<file path="config.mk">
export PLATFORM = sky130hd
export DESIGN_NAME = mem_port_arbiter
export DESIGN_NICKNAME = d
export VERILOG_FILES = /design/src/rtl/mem_port_arbiter.sv
export SDC_FILE = /design/constraint.sdc
export NUM_CORES = 1
export LEC_CHECK = 0
export CAP_MARGIN = 20
export CORE_AREA = 4 4 101 103
export CTS_BUF_LIST = sky130_fd_sc_hd__clkbuf_8 sky130_fd_sc_hd__clkbuf_16
export DETAILED_ROUTE_END_ITERATION = 8
export DIE_AREA = 0 0 105 107
export SYNTH_ARGS = -nofsm -noshare
export SYNTH_HDL_FRONTEND = slang
export SYNTH_SLANG_ARGS = --single-unit
</file>
<file path="constraint.sdc">
create_clock -name clk -period 2.4 [get_ports clk]
set_input_delay 0.24 -clock clk [delete_from_list [all_inputs] [get_ports clk]]
set_output_delay 0.24 -clock clk [all_outputs]
set_load 0.02 [all_outputs]
</file>
<file path="src/rtl/mem_port_arbiter.sv">
// Two-master round-robin arbiter for a single synchronous memory port.
// Bursts are capped at MAX_BURST cycles only while the other master is waiting.
module mem_port_arbiter #(
  parameter int N         = 32,
  parameter int AW        = 32,
  parameter int MAX_BURST = 4
) (
  input  logic          clk,
  input  logic          rst,
  input  logic          m0_req,
  input  logic [AW-1:0] m0_addr,
  input  logic          m0_wr_ena,
  input  logic [N-1:0]  m0_wr_data,
  output logic          m0_gnt,
  output logic          m0_rd_valid,
  input  logic          m1_req,
  input  logic [AW-1:0] m1_addr,
  input  logic          m1_wr_ena,
  input  logic [N-1:0]  m1_wr_data,
  output logic          m1_gnt,
  output logic          m1_rd_valid,
  output logic [N-1:0]  m_rd_data,
  output logic [AW-1:0] mem_addr,
  output logic [N-1:0]  mem_wr_data,
  output logic          mem_wr_ena,
  input  logic [N-1:0]  mem_rd_data
);

  typedef enum logic [1:0] {
    OWN_NONE = 2'd0,
    OWN_M0   = 2'd1,
    OWN_M1   = 2'd2
  } own_t;

  localparam logic [3:0] HOLD_LIM = 4'(MAX_BURST - 1);

  own_t       owner_p0;
  own_t       decision;
  logic       last_m1_p0;
  logic       last_m1_nxt;
  logic [3:0] burst_cnt_p0;
  logic [3:0] burst_cnt_nxt;
  logic       vld0_p1;
  logic       vld1_p1;

  function automatic logic [3:0] sat_inc(input logic [3:0] v);
    return (v == 4'hF) ? v : v + 4'd1;
  endfunction

  // State register: arbitration history plus the one-cycle read-return tags
  always_ff @(posedge clk) begin
    if (rst) begin
      owner_p0     <= OWN_NONE;
      last_m1_p0   <= 1'b1;
      burst_cnt_p0 <= 4'd0;
      vld0_p1      <= 1'b0;
      vld1_p1      <= 1'b0;
    end else begin
      owner_p0     <= decision;
      last_m1_p0   <= last_m1_nxt;
      burst_cnt_p0 <= burst_cnt_nxt;
      vld0_p1      <= m0_gnt & ~m0_wr_ena;
      vld1_p1      <= m1_gnt & ~m1_wr_ena;
    end
  end

  // Next-state: same-cycle grant decision; the burst cap only bites under contention
  always_comb begin
    decision      = OWN_NONE;
    last_m1_nxt   = last_m1_p0;
    burst_cnt_nxt = 4'd0;
    if (rst) begin
      decision = OWN_NONE;
    end else if (owner_p0 == OWN_M0 && m0_req && (!m1_req || burst_cnt_p0 < HOLD_LIM)) begin
      decision = OWN_M0;
    end else if (owner_p0 == OWN_M1 && m1_req && (!m0_req || burst_cnt_p0 < HOLD_LIM)) begin
      decision = OWN_M1;
    end else if (m0_req && m1_req) begin
      decision = last_m1_p0 ? OWN_M0 : OWN_M1;
    end else if (m0_req) begin
      decision = OWN_M0;
    end else if (m1_req) begin
      decision = OWN_M1;
    end
    if (decision != OWN_NONE) begin
      last_m1_nxt = (decision == OWN_M1);
    end
    if (decision != OWN_NONE && decision == owner_p0) begin
      burst_cnt_nxt = sat_inc(burst_cnt_p0);
    end
  end

  // Outputs: grants, memory-port mux and read-data tagging
  always_comb begin
    m0_gnt      = (decision == OWN_M0);
    m1_gnt      = (decision == OWN_M1);
    mem_addr    = '0;
    mem_wr_data = '0;
    mem_wr_ena  = 1'b0;
    if (decision == OWN_M0) begin
      mem_addr    = m0_addr;
      mem_wr_data = m0_wr_data;
      mem_wr_ena  = m0_wr_ena;
    end else if (decision == OWN_M1) begin
      mem_addr    = m1_addr;
      mem_wr_data = m1_wr_data;
      mem_wr_ena  = m1_wr_ena;
    end
    m0_rd_valid = vld0_p1 & ~rst;
    m1_rd_valid = vld1_p1 & ~rst;
    m_rd_data   = mem_rd_data;
  end

endmodule

</file>
After elaboration in Yosys (flattened, before gate mapping)
Cells that the tools add are included.

Memories kept: 0. Output and inout port bits: 101. Bits in read-only memories: 0. Bits in latches: 0. RAM bits: 0. Flip-flop bits (word level): 9.

$mul: 0. Order comparisons: 1. Add/sub/neg operators: 1. Reduce and logical (&&, ||, !) cells: 12. Shift-type cells: 0. Div/mod/pow operators: 0. Bitwise operators: 8. Multiplexer cells: 13. Equal/unequal tests: 6.

Operator list (count): two-way mux 32 bit (4); two-way mux 2 bit (7); logical AND 1 bit (6); adder 4 x 1 -> 4 bit, second input constant (1); AND 1 bit (4); == test 2 x 1 -> 1 bit, second input constant (2); == test 2 bit, second input constant (2); == test 4 bit, second input constant (1); < comparator 4 x 2 -> 1 bit, second input constant (1); NOT 1 bit (4); == test 2 bit (1); logical NOT 1 bit (2); logical OR 1 bit (2); two-way mux 1 bit (2); nonzero test 2 bit (1); OR reduction 2 bit (1).

Depth between registers and ports, before layout
Gate-level depths: netlist of run 1.

Depth in word-level cells: 10. Depth in mapped cells: 7.

Least setup slack after synthesis of run 1
No wires, ideal clock.

Path kind: register to output. From: register burst_cnt_p0[0]. To: output port mem_addr[0]. Required time: 2.160 ns. Slack: 0.067 ns. Data arrival time: 2.093 ns. Cell stages (with the launch flop): 8. Cell sequence: dfxtp_1 -> ha_1 -> or4b_1 -> a21o_1 -> a211oi_2 -> buf_4 -> buf_6 -> a22o_1.

Word-level cells in the longest chain between the ends: 9. Elaborated cells between the ends (all ways): 12. Classes of those cells: order compare: 1; eq/ne: 2; mux: 5; reduce/logical: 4.

Ends and longest elaborated chain: from (decl) (line 41) `logic [3:0] burst_cnt_p0;`; from (signal assigned) (line 61) `burst_cnt_p0 <= burst_cnt_nxt;`; < comparator 4 x 2 -> 1 bit * (line 74, 76); logical OR 1 bit (line 76) `end else if (owner_p0 == OWN_M1 && m1_req && (!m0_req || burst_cnt_p0 < HOLD_LIM)) begin`; logical AND 1 bit (line 76); two-way mux 2 bit (line 76); two-way mux 2 bit * (line 74) `end else if (owner_p0 == OWN_M0 && m0_req && (!m1_req || burst_cnt_p0 < HOLD_LIM)) begin`; two-way mux 2 bit * (line 72) `if (rst) begin`; == test 2 bit (line 104) `end else if (decision == OWN_M1) begin`; two-way mux 32 bit (line 104); two-way mux 32 bit * (line 100) `if (decision == OWN_M0) begin`; to (decl) (line 23) `output logic [AW-1:0] mem_addr,`.

Mark *: on every way between the ends. The rest lies on a longest branch, timed or not.

Worst setup path in the final report of run 1
From: register burst_cnt_p0[1]. To: output port mem_wr_data[15].

Word-level cells in the longest chain between the ends: 9. Elaborated cells between the ends (all ways): 12. Classes of those cells: order compare: 1; eq/ne: 2; mux: 5; reduce/logical: 4.

Ends and longest elaborated chain: < comparator 4 x 2 -> 1 bit * (line 74, 76); logical OR 1 bit (line 76); logical AND 1 bit (line 76); two-way mux 2 bit (line 76); two-way mux 2 bit * (line 74); two-way mux 2 bit * (line 72); == test 2 bit (line 104); two-way mux 32 bit (line 104); two-way mux 32 bit * (line 100); to (decl) (line 24) `output logic [N-1:0] mem_wr_data,`.

Marks and branches as above.

==> results of run 1 <==
[per-stage QoR]
stage          area, um^2  cells  setup slack (ns)
2_1_floorplan        1340    163            0.0672
3_3_place_gp         3380    451            -0.456
3_5_place_dp         3380    451            -0.481
4_1_cts              3620    468            -0.291
5_1_grt              3700    469            -0.283
6_report             3700    469            -0.201
[cells in the mapped netlist, drive strengths merged (2+ instances only)]
| library cell | n |
|---|---|
| a22o | 65 |
| buf | 41 |
| dfxtp | 9 |
| clkbuf | 5 |
| nor3 | 5 |
| a21oi | 4 |
| inv | 4 |
| a211oi | 3 |
| nor2b | 3 |
| nand2b | 2 |
| nand3 | 2 |
| nor2 | 2 |
| nor4 | 2 |
| o21ai | 2 |
[placed cells by master, fill, tap and decap left out, drive strengths merged, types with 2 or more instances in the layout]
master         synthesis  layout
nor4                   2       2
nand3                  2       2
nor2                   2       2
nand2b                 2       2
nor3                   5       5
buf                   41     100
clkbuf                 5       4
clkdlybuf4s50          0     135
o21ai                  2       2
a22o                  65      65
a211oi                 3       3
inv                    4       5
a21oi                  4       4
dfxtp                  9       9
nor2b                  3       3
[per-layer routing]
layer | vias up | share of wire, % | routed length (um)
li1 | 999 | - | -
met1 | 965 | 36 | 3030
met2 | 142 | 52 | 4390
met3 | 10 | 10 | 886
met4 | 0 | 1.6 | 132
met5 | - | 0 | 0
[worst reg2reg max path: stages, from the launching register on]
cell and delay [ns]:
dfxtp_2 0.33, ha_4 0.16, or4b_4 0.48, a21o_1 0.21, a211oi_4 0.21, buf_6 0.17
buf_4 0.12, buf_6 0.11, nor2b_1 0.16
[path summary, 6_finish.rpt]
path / from / endpoint / slack (ns) / cells after the start
setup / recovery: burst_cnt_p0[1]$_SDFFE_PP0P_ / mem_wr_data[15] / -0.20 / 10
hold / removal: mem_rd_data[13] / m_rd_data[13] / 0.48 / 0
setup reg to reg: burst_cnt_p0[1]$_SDFFE_PP0P_ / vld1_p1$_SDFF_PP0_ / 0.40 / 8
hold reg to reg: burst_cnt_p0[0]$_SDFFE_PP0P_ / burst_cnt_p0[0]$_SDFFE_PP0P_ / 0.65 / 3
[timing repair]
action | 4_1_cts | 5_1_grt
setup endpoints to repair | 67 | 67
cloned | 5 | 2
gates resized for setup | 375 | 28
setup buffers | 8 | 3
pin swaps | 20 | 30
[layout make-up]
cell class / instances / area (um^2) / area share (%)
clock buffers: 3 / 41.3 / 1.12
inverters: 4 / 15.0 / 0.406
flip-flops and latches: 9 / 183 / 4.94
well taps: 111 / 139 / 3.76
clock inverters: 1 / 3.75 / 0.101
multi-input cells: 104 / 871 / 23.5
repair buffers: 237 / 2450 / 66.1
[registers in the layout, indices dropped and copies added, names as in the netlist]
name	flops
owner_p0	2
vld0_p1	1
last_m1_p0	1
burst_cnt_p0	4
vld1_p1	1
[where the power goes]
part           switching [mW]  internal [mW]  total, mW
clock network          0.0675          0.112      0.179
registers             0.00532          0.156      0.161
logic                   0.302          0.468      0.769
total                   0.374          0.736       1.11
[cell families after synthesis]
| kind of cell | count (synthesis) |
|---|---|
| XOR/XNOR | 1 |
| multiplexers | 1 |
| AND/OR/NAND/NOR | 22 |
| buffers and inverters | 50 |
| AO/OA/AOI/OAI | 79 |
| flip-flops | 9 |
| adder cells (fa/ha/maj) | 1 |
==> flow_summary.toml, run 1 <==
[floorplan]
io_pins = 267
fp.dieW_um = 105
die_area_um2 = 11200
initial_core_util_pct = 14.6
fp.dieH_um = 107
coreArea_um2 = 9200
rows = 35

[critical_path]
cp_max_fo = 6
start_kind = "flop"
critPathCaptureType = "output port"
cp_common_cell = "buf_6"
critPathBufInv = 5
criticalPathCategory = "reg -> out"
worstPathCellList = "ha_4 > or4b_4 > a21o_1 > a211oi_4 > buf_6 > buf_12 > buf_16 > buf_6 > a22o_1 > buf_6"
slowest_delay_ns = 0.48
cp_slowest_cell = "or4b_4"
required_ns = 2.16
crit_family = "buffers and inverters"
crit_arrival_ns = 2.36

[logic_synthesis]
synth_xor_xnor_area_share_pct = 0.652
synth_area_per_cell_um2 = 8.24
synth_top_area_share_pct = 42.4
synth_cells = 163
synth_top_family_by_area = "compound AO/OA/AOI/OAI gates"
synth_area_leader_cell = "a22o_1"
synth.top_cells.by_area = "a22o_1 42%, buf_4 18%, dfxtp_1 13%, buf_6 2.5%, nor3_1 1.9%"
synth_edf_count = 0
synthArstFlopShare_pct = 0
synth_compound_area_share_pct = 49.3
synth_flop_cell = "dfxtp_1"
synth_mux_area_share_pct = 0.745
synth_cell_types = 32
syn-num-nets = 330
yosysWarnings = 0
ys_ff_latch = 9
synthSimpleGateAreaFrac_pct = 9.68
seq_area_frac_synth_pct = 13.4
syn_area_um2 = 1340
synth_fa_ha_area_share_pct = 0.931

[timing]
fin_crit_ns = 2.60
tightest_slew_ns = 0.536
fin_skew_ns = 0.00407
final_hold_viol_count = 0
setup_viol = 65
fmax_mhz = 385
slew_viol_final = 0
layout_setup_ws_ns = -0.201
finalCritPeriodShare_pct = 108
finalSetupTns_ns = -8.75
rsz0062_at_grt = "yes"
slew-limit-headroom_pct = 64.1
hold_ws_ns = 0.480

[routing]
first_pass_iters = 4
vias = 2116
drc = 0
drtIter0Drc = 58
route.detailed.wl_per_inst_um = 18.0
wl_um = 8440
viasPerCell = 4.51
ant_nets = 0

[power_and_ir_drop]
pwr_density_cell_nw_per_um2 = 300
leakage_nw = 1.59
peakVddDrop_mv = 0.139
finalPower_mw = 1.11

[clock_tree]
cts-root-buf = "clkbuf_8"
clock_path_buffers = 2
postCtsHoldBufs = 0
clk_latency_ns = 0.24
cts_htree_levels = 1
cts_tree = "built"
clock-sinks = 9
clk_pin_slew_ns = 0.04
cts_made_buffers = 3

[global_route]
met1_usage_pct = 13.8
use_met3_pct = 4.76
grtUsageMet2_pct = 25.9
grt_util_all_layers_pct = 13.5
grt_max_degree = 46
grt.overflow.total = 0
grt-busiest-layer = "met2"
grt_antenna_before_repair = 0
grt_pass1_vias = 2319
grt_pass1_wl_um = 12000

[placement]
hpwlAfterDp_um = 6430
numPortBuffers = 202
gp_congestion = 0.797

[outcome]
status = "finished, violations left"
violations = "negative setup slack"

[finish]
n_fill_cell = 923
utilization_pct = 40.2
area_growth_pct = 175
drive_gt1_share_pct = 31.8
fin_nets = 526
num_antenna_cells = 0

[job]
cap_violations = 0

[worst_hold_path]
hold_path_class = "in -> out"
No activity file was read; power rests on OpenSTA's default activity.
==> run 2: changes to the inputs <==
--- a/config.mk
+++ b/config.mk
@@ -6,10 +6,13 @@
 export NUM_CORES = 1
 export LEC_CHECK = 0
 export CAP_MARGIN = 20
-export CORE_AREA = 4 4 101 103
+export CELL_PAD_IN_SITES_DETAIL_PLACEMENT = 1
+export CELL_PAD_IN_SITES_GLOBAL_PLACEMENT = 2
+export CORE_MARGIN = 4
+export CORE_UTILIZATION = 10
 export CTS_BUF_LIST = sky130_fd_sc_hd__clkbuf_8 sky130_fd_sc_hd__clkbuf_16
 export DETAILED_ROUTE_END_ITERATION = 8
-export DIE_AREA = 0 0 105 107
+export PLACE_DENSITY_LB_ADDON = 0.1
 export SYNTH_ARGS = -nofsm -noshare
 export SYNTH_HDL_FRONTEND = slang
 export SYNTH_SLANG_ARGS = --single-unit
==> run 2 against run 1 <==
Net effect: the run still ends with negative setup slack left; via count is 3.1% higher; fmax is 1.1% lower; clock skew is 0.0012 ns higher; count of clock-buffer cells in the layout stayed put; register-to-register slack worse by 0.12 ns; power is 15% higher; combinational power is 6.1% higher; sequential power hardly changed; clock power is 67% higher; critical path type unchanged.
==> flow_summary.toml, run 2 (synthesized netlist as in run 1, its figures left out) <==
[finish]
num_antenna_cells = 0
top_regs = "burst_cnt_p0 x4, owner_p0 x2"
utilization_pct = 30.2
mostFrequentLayoutCell = "clkdlybuf4s50_1"
drive_gt1_share_pct = 33.7
regMostFlops = "burst_cnt_p0"
fin_nets = 533
layout_common_cells = "135 x clkdlybuf4s50_1, 66 x buf_6, 65 x a22o_1"
final_cells = 541
largest_reg_flops = 4
area_growth_pct = 197
n_fill_cell = 1527

[clock_tree]
cts_made_buffers = 3
postCtsHoldBufs = 0
cts_htree_levels = 1
cts_tree = "built"
cts-root-buf = "clkbuf_16"
clock_path_buffers = 2
clk_latency_ns = 0.24
clock-sinks = 9
clk_pin_slew_ns = 0.04

[global_route]
use_met3_pct = 7.27
grt_util_all_layers_pct = 13.0
grt_pass1_wl_um = 14900
grt_antenna_before_repair = 0
grtUsageMet2_pct = 23.9
grt_max_degree = 30
grt_pass1_vias = 2476
grt.overflow.total = 0
grt-busiest-layer = "met2"
met1_usage_pct = 13.2

[routing]
wl_um = 10700
ant_nets = 0
vias = 2181
drtIter0Drc = 41
first_pass_iters = 3
viasPerCell = 4.03
drc = 0
route.detailed.wl_per_inst_um = 19.7

[worst_hold_path]
min_path_cells = 0
min-delay-start = "mem_rd_data[23]"
hold_path_class = "in -> out"
hold-path-endpoint = "m_rd_data[23]"

[placement]
gp_congestion = 0.754
dp.cells = 517
hpwlAfterDp_um = 8450
numPortBuffers = 202

[critical_path]
rr_endpoint = "vld1_p1$_SDFF_PP0_"
critPathCaptureType = "output port"
start_kind = "flop"
crit_arrival_ns = 2.39
timing.rr.start = "burst_cnt_p0[1]$_SDFFE_PP0P_"
reg2regPathDepth = 9
criticalPathCategory = "reg -> out"
rrSetupSlack_ns = 0.28
cp_max_fo = 8
required_ns = 2.16

[timing]
rsz0062_at_grt = "yes"
fin_crit_ns = 2.63
fmax_mhz = 380
finalSetupTns_ns = -10.25
setup_viol = 66
slew-limit-headroom_pct = 62.0
final_hold_viol_count = 0
layout_setup_ws_ns = -0.230
tightest_slew_ns = 0.566
slew_viol_final = 0
finalCritPeriodShare_pct = 110
fin_skew_ns = 0.00532

[floorplan]
rows = 42
die_area_um2 = 15400
coreArea_um2 = 13200
initial_core_util_pct = 10.2
io_pins = 267
fp.dieW_um = 124
fp.dieH_um = 124

[job]
cap_violations = 0

[power_and_ir_drop]
peakVddDrop_mv = 0.213
leakage_nw = 1.67
pwr_density_cell_nw_per_um2 = 320

[outcome]
status = "finished, violations left"
violations = "negative setup slack"
==> run 2: changes by cell type in the layout (fill, tap and decap cells not counted), sizes merged <==
cell         change
inv              -1
dlygate4sd2      -1
buf              +7
clkbuf           +1
clkinv           +1
==> run 2: final cells by class <==
class / count / area, um^2 / area share (%)
well taps: 176 / 220 / 5.52
clock inverters: 1 / 5.00 / 0.126
inverters: 4 / 15.0 / 0.377
clock buffers: 3 / 75.1 / 1.88
flip-flops and latches: 9 / 183 / 4.58
multi-input cells: 104 / 875 / 21.9
repair buffers: 244 / 2620 / 65.6
==> run 2: through the flow <==
step           setup slack, ns  power [mW]  cell area (um^2)  hold slack (ns)
5_1_grt                 -0.316        1.35              3990            0.480
3_5_place_dp            -0.514       0.881              3480            0.480
4_1_cts                 -0.284        1.26              3840            0.480
3_3_place_gp            -0.507       0.881              3480            0.480
2_1_floorplan           0.0672       0.498              1340            0.312
6_report                -0.230        1.28              3990            0.480
==> run 2: critical path: stages (launching register included) <==
cell      delay, ns
dfxtp_2        0.33
ha_4           0.15
or4b_4         0.48
a21o_1         0.22
a211oi_4       0.25
buf_6          0.17
buf_12         0.12
buf_16         0.12
a22o_1         0.16
buf_6          0.13
==> run 2: report_power, final <==
part | internal [mW] | total (mW) | switching (mW)
Combinational | 0.500 | 0.816 | 0.316
Sequential | 0.156 | 0.162 | 0.00610
Clock | 0.220 | 0.299 | 0.0789
==> run 2: how the worst max path moves through the flow <==
stage                                            start      endpoint  slack, ns  depth (start not counted)
after floorplan           burst_cnt_p0[0]$_SDFFE_PP0P_   mem_addr[0]       0.07                          7
after global placement    burst_cnt_p0[0]$_SDFFE_PP0P_  mem_addr[28]      -0.51                          7
after detailed placement  burst_cnt_p0[0]$_SDFFE_PP0P_   mem_addr[7]      -0.51                          7
after CTS                 burst_cnt_p0[0]$_SDFFE_PP0P_   mem_addr[7]      -0.28                          9
after global routing      burst_cnt_p0[0]$_SDFFE_PP0P_   mem_addr[7]      -0.32                          9
final                     burst_cnt_p0[1]$_SDFFE_PP0P_   mem_addr[7]      -0.23                          9
==> run 2: metal layers <==
| layer | up-vias | wire length, um |
|---|---|---|
| met4 | 0 | 65 |
| li1 | 1013 | - |
| met2 | 124 | 5620 |
| met3 | 12 | 1280 |
| met5 | - | 0 |
| met1 | 1032 | 3680 |
==> run 2: what timing repair did <==
| item | in CTS | in global routing |
|---|---|---|
| cloned | 5 | 3 |
| resized for setup | 367 | 32 |
| pin swaps | 20 | 22 |
| endpoints found under the setup margin | 67 | 67 |
| buffers inserted | 10 | 4 |
==> run 3: changes to the inputs <==
--- a/config.mk
+++ b/config.mk
@@ -12,6 +12,7 @@
 export CORE_UTILIZATION = 10
 export CTS_BUF_LIST = sky130_fd_sc_hd__clkbuf_8 sky130_fd_sc_hd__clkbuf_16
 export DETAILED_ROUTE_END_ITERATION = 8
+export MAX_ROUTING_LAYER = met4
 export PLACE_DENSITY_LB_ADDON = 0.1
 export SYNTH_ARGS = -nofsm -noshare
 export SYNTH_HDL_FRONTEND = slang
==> run 3 against run 2 <==
Net effect: the flow still finishes with violations (negative setup slack); die area did not move; largest cell class unchanged; via count barely moved; sequential share of layout area did not move; critical path type unchanged; critical endpoint unchanged; flip-flop and latch count did not move; largest power group unchanged; sequential power barely moved.
==> flow_summary.toml, run 3 (synthesized netlist as in run 1, its figures left out) <==
[outcome]
status = "finished, violations left"
violations = "negative setup slack"

[clock_tree]
cts_tree = "built"
cts_made_buffers = 3
clk_latency_ns = 0.24
clock-sinks = 9
postCtsHoldBufs = 0
clock_path_buffers = 2
clk_pin_slew_ns = 0.04
cts_htree_levels = 1
cts-root-buf = "clkbuf_16"

[worst_hold_path]
min-delay-start = "mem_rd_data[23]"
hold-path-endpoint = "m_rd_data[23]"
hold_path_class = "in -> out"
min_path_cells = 0

[critical_path]
criticalPathCategory = "reg -> out"
crit_arrival_ns = 2.39
reg2regPathDepth = 9
rr_endpoint = "vld1_p1$_SDFF_PP0_"
critPathCaptureType = "output port"
startpoint = "burst_cnt_p0[1]$_SDFFE_PP0P_"
start_kind = "flop"
required_ns = 2.16
cp_max_fo = 8
timing.rr.start = "burst_cnt_p0[1]$_SDFFE_PP0P_"
rrSetupSlack_ns = 0.29

[global_route]
grt.overflow.total = 0
grt_antenna_before_repair = 0
grt_pass1_vias = 2497
grt_pass1_wl_um = 14900
grt_util_all_layers_pct = 13.3
grt_max_degree = 30

[routing]
drtIter0Drc = 51
first_pass_iters = 3
vias = 2179
route.detailed.wl_per_inst_um = 19.7
drc = 0
ant_nets = 0
wl_um = 10600
viasPerCell = 4.03

[timing]
slew_viol_final = 0
slew-limit-headroom_pct = 61.6
fmax_mhz = 380
fin_skew_ns = 0.00527
layout_setup_ws_ns = -0.232
tightest_slew_ns = 0.572
setup_viol = 66
finalCritPeriodShare_pct = 110
fin_crit_ns = 2.63
rsz0062_at_grt = "yes"
final_hold_viol_count = 0

[placement]
gp_congestion = 0.764
hpwlAfterDp_um = 8450
dp.cells = 517
placed_area_um2 = 3480
numPortBuffers = 202

[finish]
layout_common_cells = "135 x clkdlybuf4s50_1, 66 x buf_6, 65 x a22o_1"
final_cells = 541
top_regs = "burst_cnt_p0 x4, owner_p0 x2"
largest_reg_flops = 4
regMostFlops = "burst_cnt_p0"
drive_gt1_share_pct = 33.7
num_antenna_cells = 0
fin_nets = 533
design_area_um2 = 3990
mostFrequentLayoutCell = "clkdlybuf4s50_1"
area_growth_pct = 197

[power_and_ir_drop]
leakage_nw = 1.67
pwr_density_cell_nw_per_um2 = 321
peakVddDrop_mv = 0.214

[floorplan]
fp.dieW_um = 124
initial_core_util_pct = 10.2
rows = 42
coreArea_um2 = 13200
fp.dieH_um = 124
die_area_um2 = 15400
io_pins = 267

[job]
cap_violations = 0
## run 3: cell counts in the layout (fill, tap and decap cells not counted)
No cell type changed its count.
## run 3: through the flow
stage	hold WS, ns	utilization, %	worst slack, ns	total power, mW	setup TNS (ns)
floorplan	0.312	-	0.0672	0.498	0
global placement	0.480	26.4	-0.507	0.881	-27.16
detailed placement	0.480	26.4	-0.514	0.881	-27.97
CTS	0.480	29.1	-0.284	1.26	-12.39
global route	0.480	30.2	-0.314	1.34	-15.26
finish	0.480	30.2	-0.232	1.28	-10.23
## run 3: cell type report
type                            instances  area (um^2)
Clock buffer                            3         75.1
Fill cell                            1527         9200
Inverter                                4         15.0
Tap cell                              176          220
Timing Repair Buffer                  244         2620
Clock inverter                          1         5.00
Sequential cell                         9          183
Multi-Input combinational cell        104          875
## run 3: worst max-delay path by stage
stage,to,slack [ns]
CTS,mem_addr[7],-0.28
global route,mem_addr[7],-0.31
detailed placement,mem_addr[7],-0.51
floorplan,mem_addr[0],0.07
finish,mem_addr[7],-0.23
global placement,mem_addr[28],-0.51
## run 3: worst max-delay path, stage by stage, from the launching register on
cell and delay [ns]:
dfxtp_2 0.33, ha_4 0.15, or4b_4 0.48, a21o_1 0.22
a211oi_4 0.25, buf_6 0.17, buf_12 0.12, buf_16 0.12
a22o_1 0.17, buf_6 0.13
## run 3: timing repair
item,CTS,global route
pin swaps,20,22
setup endpoints to repair,67,67
buffers inserted,10,4
cloned,5,3
resized for setup,367,32
## run 3: layer usage
| metal | track usage (%) | up-vias | share of wire (%) |
|---|---|---|---|
| met5 | - | - | 0 |
| met4 | 1.51 | 0 | 0.63 |
| met3 | 6.58 | 12 | 11 |
| met2 | 23.9 | 121 | 53 |
| met1 | 13.6 | 1031 | 35 |
| li1 | - | 1015 | - |
## run 3: power by group
part           switching [mW]  internal [mW]  total [mW]
clock                  0.0798          0.220       0.300
combinational           0.317          0.500       0.817
sequential            0.00613          0.156       0.162
